--- src/rtl/grf_wb_arbiter_pkg.sv ---
// Shared GRF definitions used by the write-back arbiter and its requesters.
package grf_pkg;

    localparam int GRF_AW = 5;
    localparam int GRF_DW = 32;
    localparam logic [GRF_AW-1:0] GRF_ZERO = 5'd0;

    typedef struct packed {
        logic [GRF_AW-1:0] addr;
        logic [GRF_DW-1:0] data;
        logic [GRF_DW-1:0] pc;
    } wb_req_t;

endpackage

--- src/rtl/grf_wb_arbiter_if.sv ---
// Write-back bus between the requesters/decode (master) and the GRF arbiter (slave).
interface grf_wb_arbiter_if
    import grf_pkg::*;
#(
    parameter int N_REQ = 3,
    parameter int AW    = GRF_AW,
    parameter int DW    = GRF_DW
);
    logic [N_REQ-1:0]    req_valid;
    logic [N_REQ*AW-1:0] req_addr;
    logic [N_REQ*DW-1:0] req_data;
    logic [N_REQ*DW-1:0] req_pc;
    logic [N_REQ-1:0]    req_ready;
    logic                wb_hold;
    logic                WE;
    logic [AW-1:0]       A3;
    logic [DW-1:0]       WD;
    logic [DW-1:0]       PC;
    logic [AW-1:0]       q_a1;
    logic [AW-1:0]       q_a2;
    logic                q_hit1;
    logic                q_hit2;

    modport master (
        output req_valid, req_addr, req_data, req_pc, wb_hold, q_a1, q_a2,
        input  req_ready, WE, A3, WD, PC, q_hit1, q_hit2
    );

    modport slave (
        input  req_valid, req_addr, req_data, req_pc, wb_hold, q_a1, q_a2,
        output req_ready, WE, A3, WD, PC, q_hit1, q_hit2
    );
endinterface

--- src/rtl/grf_wb_arbiter_rr_pick.sv ---
// Combinational round-robin picker: rotate by the pointer, take the lowest set bit, rotate back.
module rr_pick #(
    parameter int N  = 3,
    parameter int IW = $clog2(N)
) (
    input  logic [N-1:0]  req,
    input  logic [IW-1:0] ptr,
    output logic [N-1:0]  grant,
    output logic [IW-1:0] idx,
    output logic          any
);
    logic [2*N-1:0] doubled;
    logic [N-1:0]   rotated;
    logic [IW-1:0]  off;
    logic [IW:0]    sum;

    // NOTE: every always_comb output gets a default before any branch, otherwise a latch is inferred.
    always_comb begin
        doubled = {req, req};
        rotated = N'(doubled >> ptr);
        any     = 1'b0;
        off     = '0;
        for (int i = N - 1; i >= 0; i--) begin
            if (rotated[i]) begin
                any = 1'b1;
                off = IW'(i);
            end
        end
        sum = {1'b0, ptr} + {1'b0, off};
        if (sum >= (IW+1)'(N)) begin
            sum = sum - (IW+1)'(N);
        end
        idx   = sum[IW-1:0];
        grant = any ? ({{(N-1){1'b0}}, 1'b1} << idx) : '0;
    end
endmodule

--- src/rtl/grf_wb_arbiter.sv ---
// Round-robin arbiter sharing the GRF write port, with a registered output stage and pending-write query.
// Define GRF_WB_TRACE_EN to print a GRF write trace in simulation.
module grf_wb_arbiter
    import grf_pkg::*;
#(
    parameter int N_REQ = 3,
    parameter int AW    = GRF_AW,
    parameter int DW    = GRF_DW
) (
    input logic              Clk,
    input logic              Reset,
    grf_wb_arbiter_if.slave  bus
);
    localparam int IW = $clog2(N_REQ);

    logic [IW-1:0]    rr_ptr;
    logic [IW-1:0]    win_idx;
    logic [IW-1:0]    next_ptr;
    logic [N_REQ-1:0] grant;
    logic             any;
    logic [AW-1:0]    win_addr;
    logic [DW-1:0]    win_data;
    logic [DW-1:0]    win_pc;

    logic             we_q;
    logic             out_valid;
    logic [AW-1:0]    a3_q;
    logic [DW-1:0]    wd_q;
    logic [DW-1:0]    pc_q;

    logic             req_hit1;
    logic             req_hit2;

    rr_pick #(.N(N_REQ), .IW(IW)) u_pick (
        .req   (bus.req_valid),
        .ptr   (rr_ptr),
        .grant (grant),
        .idx   (win_idx),
        .any   (any)
    );

    assign win_addr = bus.req_addr[int'(win_idx)*AW +: AW];
    assign win_data = bus.req_data[int'(win_idx)*DW +: DW];
    assign win_pc   = bus.req_pc[int'(win_idx)*DW +: DW];
    assign next_ptr = (win_idx == IW'(N_REQ - 1)) ? '0 : win_idx + 1'b1;

    // Requests are invisible while reset is asserted, so no grant leaks out during reset.
    assign bus.req_ready = (Reset && !bus.wb_hold) ? grant : '0;

    // NOTE: state registers use non-blocking assignments so every flop samples pre-edge values.
    always_ff @(posedge Clk or negedge Reset) begin
        if (!Reset) begin
            we_q      <= 1'b0;
            out_valid <= 1'b0;
            a3_q      <= '0;
            wd_q      <= '0;
            pc_q      <= '0;
            rr_ptr    <= '0;
        end else if (bus.wb_hold) begin
            we_q <= 1'b0;
        end else if (any) begin
            we_q      <= (win_addr != '0);
            out_valid <= 1'b1;
            a3_q      <= win_addr;
            wd_q      <= win_data;
            pc_q      <= win_pc;
            rr_ptr    <= next_ptr;
        end else begin
            we_q      <= 1'b0;
            out_valid <= 1'b0;
        end
    end

    assign bus.WE = we_q;
    assign bus.A3 = a3_q;
    assign bus.WD = wd_q;
    assign bus.PC = pc_q;

    // A consumed $0 write leaves out_valid set with a3_q=0; the q != 0 guard keeps it from hitting.
    always_comb begin
        req_hit1 = 1'b0;
        req_hit2 = 1'b0;
        for (int i = 0; i < N_REQ; i++) begin
            if (Reset && bus.req_valid[i]) begin
                if (bus.req_addr[i*AW +: AW] == bus.q_a1) req_hit1 = 1'b1;
                if (bus.req_addr[i*AW +: AW] == bus.q_a2) req_hit2 = 1'b1;
            end
        end
        bus.q_hit1 = (bus.q_a1 != '0) && (req_hit1 || (out_valid && a3_q == bus.q_a1));
        bus.q_hit2 = (bus.q_a2 != '0) && (req_hit2 || (out_valid && a3_q == bus.q_a2));
    end

`ifdef GRF_WB_TRACE_EN
    always @(posedge Clk) begin
        if (Reset && !bus.wb_hold && any) begin
            if (win_addr != '0) $display("@%h: $%d <= %h", win_pc, win_addr, win_data);
            else                $display("@%h: drop $0", win_pc);
        end
    end
`else
`endif
endmodule

--- src/flat_wrapper.sv ---
// flat-port wrapper written by rule: the top's interface ports become plain ports
module grf_wb_arbiter_flat import grf_pkg::*;
#(
    parameter int N_REQ = 3,
    parameter int AW    = GRF_AW,
    parameter int DW    = GRF_DW
)
  (Clk, Reset, bus_req_valid, bus_req_addr, bus_req_data, bus_req_pc, bus_wb_hold, bus_q_a1, bus_q_a2, bus_req_ready, bus_WE, bus_A3, bus_WD, bus_PC, bus_q_hit1, bus_q_hit2);
  grf_wb_arbiter_if #(.N_REQ(N_REQ), .AW(AW), .DW(DW)) bus_i ();
  input logic Clk;
  input logic Reset;
  input wire logic [$bits(bus_i.req_valid)-1:0] bus_req_valid;
  input wire logic [$bits(bus_i.req_addr)-1:0] bus_req_addr;
  input wire logic [$bits(bus_i.req_data)-1:0] bus_req_data;
  input wire logic [$bits(bus_i.req_pc)-1:0] bus_req_pc;
  input wire logic [$bits(bus_i.wb_hold)-1:0] bus_wb_hold;
  input wire logic [$bits(bus_i.q_a1)-1:0] bus_q_a1;
  input wire logic [$bits(bus_i.q_a2)-1:0] bus_q_a2;
  output wire logic [$bits(bus_i.req_ready)-1:0] bus_req_ready;
  output wire logic [$bits(bus_i.WE)-1:0] bus_WE;
  output wire logic [$bits(bus_i.A3)-1:0] bus_A3;
  output wire logic [$bits(bus_i.WD)-1:0] bus_WD;
  output wire logic [$bits(bus_i.PC)-1:0] bus_PC;
  output wire logic [$bits(bus_i.q_hit1)-1:0] bus_q_hit1;
  output wire logic [$bits(bus_i.q_hit2)-1:0] bus_q_hit2;
  assign bus_i.req_valid = bus_req_valid;
  assign bus_i.req_addr = bus_req_addr;
  assign bus_i.req_data = bus_req_data;
  assign bus_i.req_pc = bus_req_pc;
  assign bus_i.wb_hold = bus_wb_hold;
  assign bus_i.q_a1 = bus_q_a1;
  assign bus_i.q_a2 = bus_q_a2;
  assign bus_req_ready = bus_i.req_ready;
  assign bus_WE = bus_i.WE;
  assign bus_A3 = bus_i.A3;
  assign bus_WD = bus_i.WD;
  assign bus_PC = bus_i.PC;
  assign bus_q_hit1 = bus_i.q_hit1;
  assign bus_q_hit2 = bus_i.q_hit2;
  grf_wb_arbiter #(.N_REQ(N_REQ), .AW(AW), .DW(DW)) u_core (.Clk(Clk), .Reset(Reset), .bus(bus_i));
endmodule
--- config.mk ---
export PLATFORM = sky130hd
export DESIGN_NAME = grf_wb_arbiter_flat
export DESIGN_NICKNAME = d
export VERILOG_FILES = /design/src/rtl/grf_wb_arbiter_pkg.sv /design/src/rtl/grf_wb_arbiter_if.sv /design/src/rtl/grf_wb_arbiter_rr_pick.sv /design/src/rtl/grf_wb_arbiter.sv /design/src/flat_wrapper.sv
export SDC_FILE = /design/constraint.sdc
export NUM_CORES = 1
export LEC_CHECK = 0
export ABC_AREA = 1
export CORE_AREA = 2 2 115 117
export DETAILED_ROUTE_END_ITERATION = 16
export DIE_AREA = 0 0 117 119
export GPL_ROUTABILITY_DRIVEN = 1
export HOLD_SLACK_MARGIN = 0.03
export PLACE_DENSITY_LB_ADDON = 0.2
export SYNTH_ARGS = -nofsm -noshare
export SYNTH_HDL_FRONTEND = slang
export SYNTH_SLANG_ARGS = --single-unit
--- constraint.sdc ---
create_clock -name Clk -period 11.4 [get_ports Clk]
set_input_delay 2.85 -clock Clk [delete_from_list [all_inputs] [get_ports Clk]]
set_output_delay 2.85 -clock Clk [all_outputs]
set_load 0.1 [all_outputs]
==> flow_metrics.tcl <==
set metrics [dict create \
    run_status "completed" \
    period_needed_ns 9.47 \
    postRouteAntennaNets 0 \
    grt_overflow_total 0 \
    cts_resized 0 \
    avgSynthCellArea_um2 7.44 \
    cts_sinks 73 \
    worstPathRequired_ns 8.55 \
    post_drt_via_cell_ratio 5.28 \
    first_pass_iters 6 \
    wl_per_cell_um 17.4 \
    synth_nets 873 \
    met1_usage_pct 33.7 \
    track_usage_pct 26.9 \
    antenna_cells 0 \
    cts_buffer_depth 2 \
    ys_seq_elements 73 \
    worst_slew_pin_slew_ns 1.08 \
    hold_viol 0 \
    ctsHoldBuffers 0 \
    antenna_found_initial 0 \
    core_um2 12900 \
    crit_type "input pin to primary output" \
    cts_made_buffers 9 \
    cap_violations 0 \
    clock_latency_ns 0.33 \
    start_kind "input pin" \
    htree_num_levels 3 \
    area_growth_pct 67.6 \
    pin_count 298 \
    grt_busiest_layer "met2" \
    initial_core_util_pct 37.4 \
    rsz0062_at_grt "false" \
    synth.distinct_cells 32 \
    num_rows 42 \
    period_share_pct 83.1 \
    place_congestion 0.974 \
    setup_viol 0 \
    place_ws_ns 1.91 \
    drc 0 \
    root_buffer "clkbuf_16" \
    layout.cells.non_filler 1098 \
    cts_tree "done" \
    fin_ws_ns 1.93 \
    max_clock_freq_mhz 106 \
    synth_area_um2 4810 \
    dpl.hpwl_mm 13.7 \
    drive_gt1_share_pct 7.48 \
    end_kind "primary output" \
    fp.dieH_um 119 \
    clock_skew_ns 0.00351 \
    fp.dieArea_um2 13900 \
    maxSlewHeadroom_pct 28.1 \
    num_vias 5799 \
    die_w_um 117 \
    final-max-slew-violation-count 0 \
    grt_pass1_wl_mm 29.1 \
    syn_inst 647 \
    setup_tns_ns 0 \
    grt_use_met2_pct 44.5 \
    clkTransAtPathRegs_ns 0.06 \
    min-delay-path-class "flip-flop to flip-flop" \
    first_iter_violations 383 \
    routed_wl_mm 19.2 \
    nets 1143 \
    timing.hold.ws_ns 0.500 \
    grt_max_degree 78 \
    yosys_warnings 0 \
    place_inst 1082 \
    grtUsageMet3_pct 7.79 \
    first_global_vias 5524 \
    cp.arrival_ns 6.62 \
    cts_setup_buffers 0 \
    cp_max_fo 40 \
    io_buffer_count 297 \
    yosysSeqAreaShare_pct 38.0 \
]
Yosys cell counts (all sizes together):
master / instances / area share [%]
dfrtp: 73 / 38
nor2: 65 / 5.6
a21oi: 82 / 8.5
ha: 2 / 0.52
nand4: 35 / 4.5
mux2i: 1 / 0.21
a211oi: 1 / 0.16
o22ai: 16 / 2.1
xnor2: 3 / 0.55
o21bai: 1 / 0.39
o211ai: 35 / 5.5
or2: 34 / 4.4
fa: 1 / 0.42
nor3: 8 / 0.94
a31oi: 1 / 0.13
xor2: 6 / 1.1
nand2: 112 / 8.9
inv: 39 / 3.1
nand3: 77 / 8.0
clkbuf: 13 / 1.0
buf: 30 / 4.7
o21ai: 12 / 1.2
registers in the layout (all words and copies together), names as in the netlist:
name / flops
u_core.bus.WE: 1
u_core.rr_ptr: 2
u_core.bus.PC: 32
u_core.out_valid: 1
u_core.bus.WD: 32
u_core.bus.A3: 5
critical path, stage by stage:
cell and delay (ns):
clkdlybuf4s50_1 0.52, inv_1 0.07, o21ai_0 0.26, a21oi_1 0.11, nor2_1 0.10, ha_1 0.14, inv_1 0.05, fa_1 0.56
inv_1 0.06, ha_1 0.25, inv_2 0.08, nand3_1 0.13, nand2_1 0.12, nand2_2 0.48, nor2_4 0.25, inv_1 0.10
nor3_1 0.15, buf_4 0.33
cell type report:
class,count,area (um^2)
fillers,1190,4810
repair buffers,302,3000
multi-input cells,492,2560
flip-flops and latches,73,1830
clock buffers,12,256
well taps,176,220
inverters,39,149
clock inverters,4,51.3
metal layers:
metal  vias up  share of wire, %
li1       2780                 -
met1      2694                39
met2       294                49
met3        31               9.3
met4         0               2.4
met5         -                 0
kinds of logic (layout without fill, tap and decap cells):
kind of cell             after synthesis  count (layout)  synth area share (%)
buffers and inverters                 82             357                  8.84
AO/OA/AOI/OAI                        148             148                  18.0
AND/OR/NAND/NOR                      331             331                  32.4
XOR/XNOR                               9               9                  1.64
flip-flops                            73              73                  38.0
adder cells (fa/ha/maj)                3               3                 0.936
multiplexers                           1               1                 0.208
path summary, 6_finish.rpt:
path / to / cells after the start / start / slack, ns
hold reg to reg: u_core.bus.PC[21] / 2 / u_core.bus.PC[21] / 0.50
min in group asynchronous: u_core.out_valid / 1 / Reset / 2.68
setup reg to reg: u_core.bus.WE / 20 / u_core.rr_ptr[0] / 7.40
setup / recovery: bus_req_ready[2] / 18 / bus_req_valid[0] / 1.93
hold / removal: u_core.bus.PC[21] / 2 / u_core.bus.PC[21] / 0.50
max in group asynchronous: u_core.bus.A3[3] / 1 / Reset / 8.05
layout by cell type, fill, tap and decap left out, types with 2 or more instances in the layout:
cell type        count
clkdlybuf4s50_1    293
nand2_1            109
a21oi_1             82
nand3_1             77
dfrtp_1             73
nor2_1              61
inv_1               37
nand4_1             35
o211ai_1            35
or2_2               34
o22ai_1             16
o21ai_0             12
clkbuf_16            9
buf_4                9
nor3_1               7
xor2_1               6
nor2_4               3
xnor2_1              3
nand2_2              2
ha_1                 2
clkbuf_8             2
metrics by stage:
| step | cell area (um^2) | util [%] |
|---|---|---|
| floorplan | 4810 | - |
| global placement | 7760 | 60.3 |
| detailed placement | 7760 | 60.3 |
| CTS | 8070 | 62.7 |
| global route | 8070 | 62.7 |
| finish | 8070 | 62.7 |
Power is left out: the tool's default activity adds up to more than one toggle a clock period on the data nets, which glitch-free logic cannot reach.
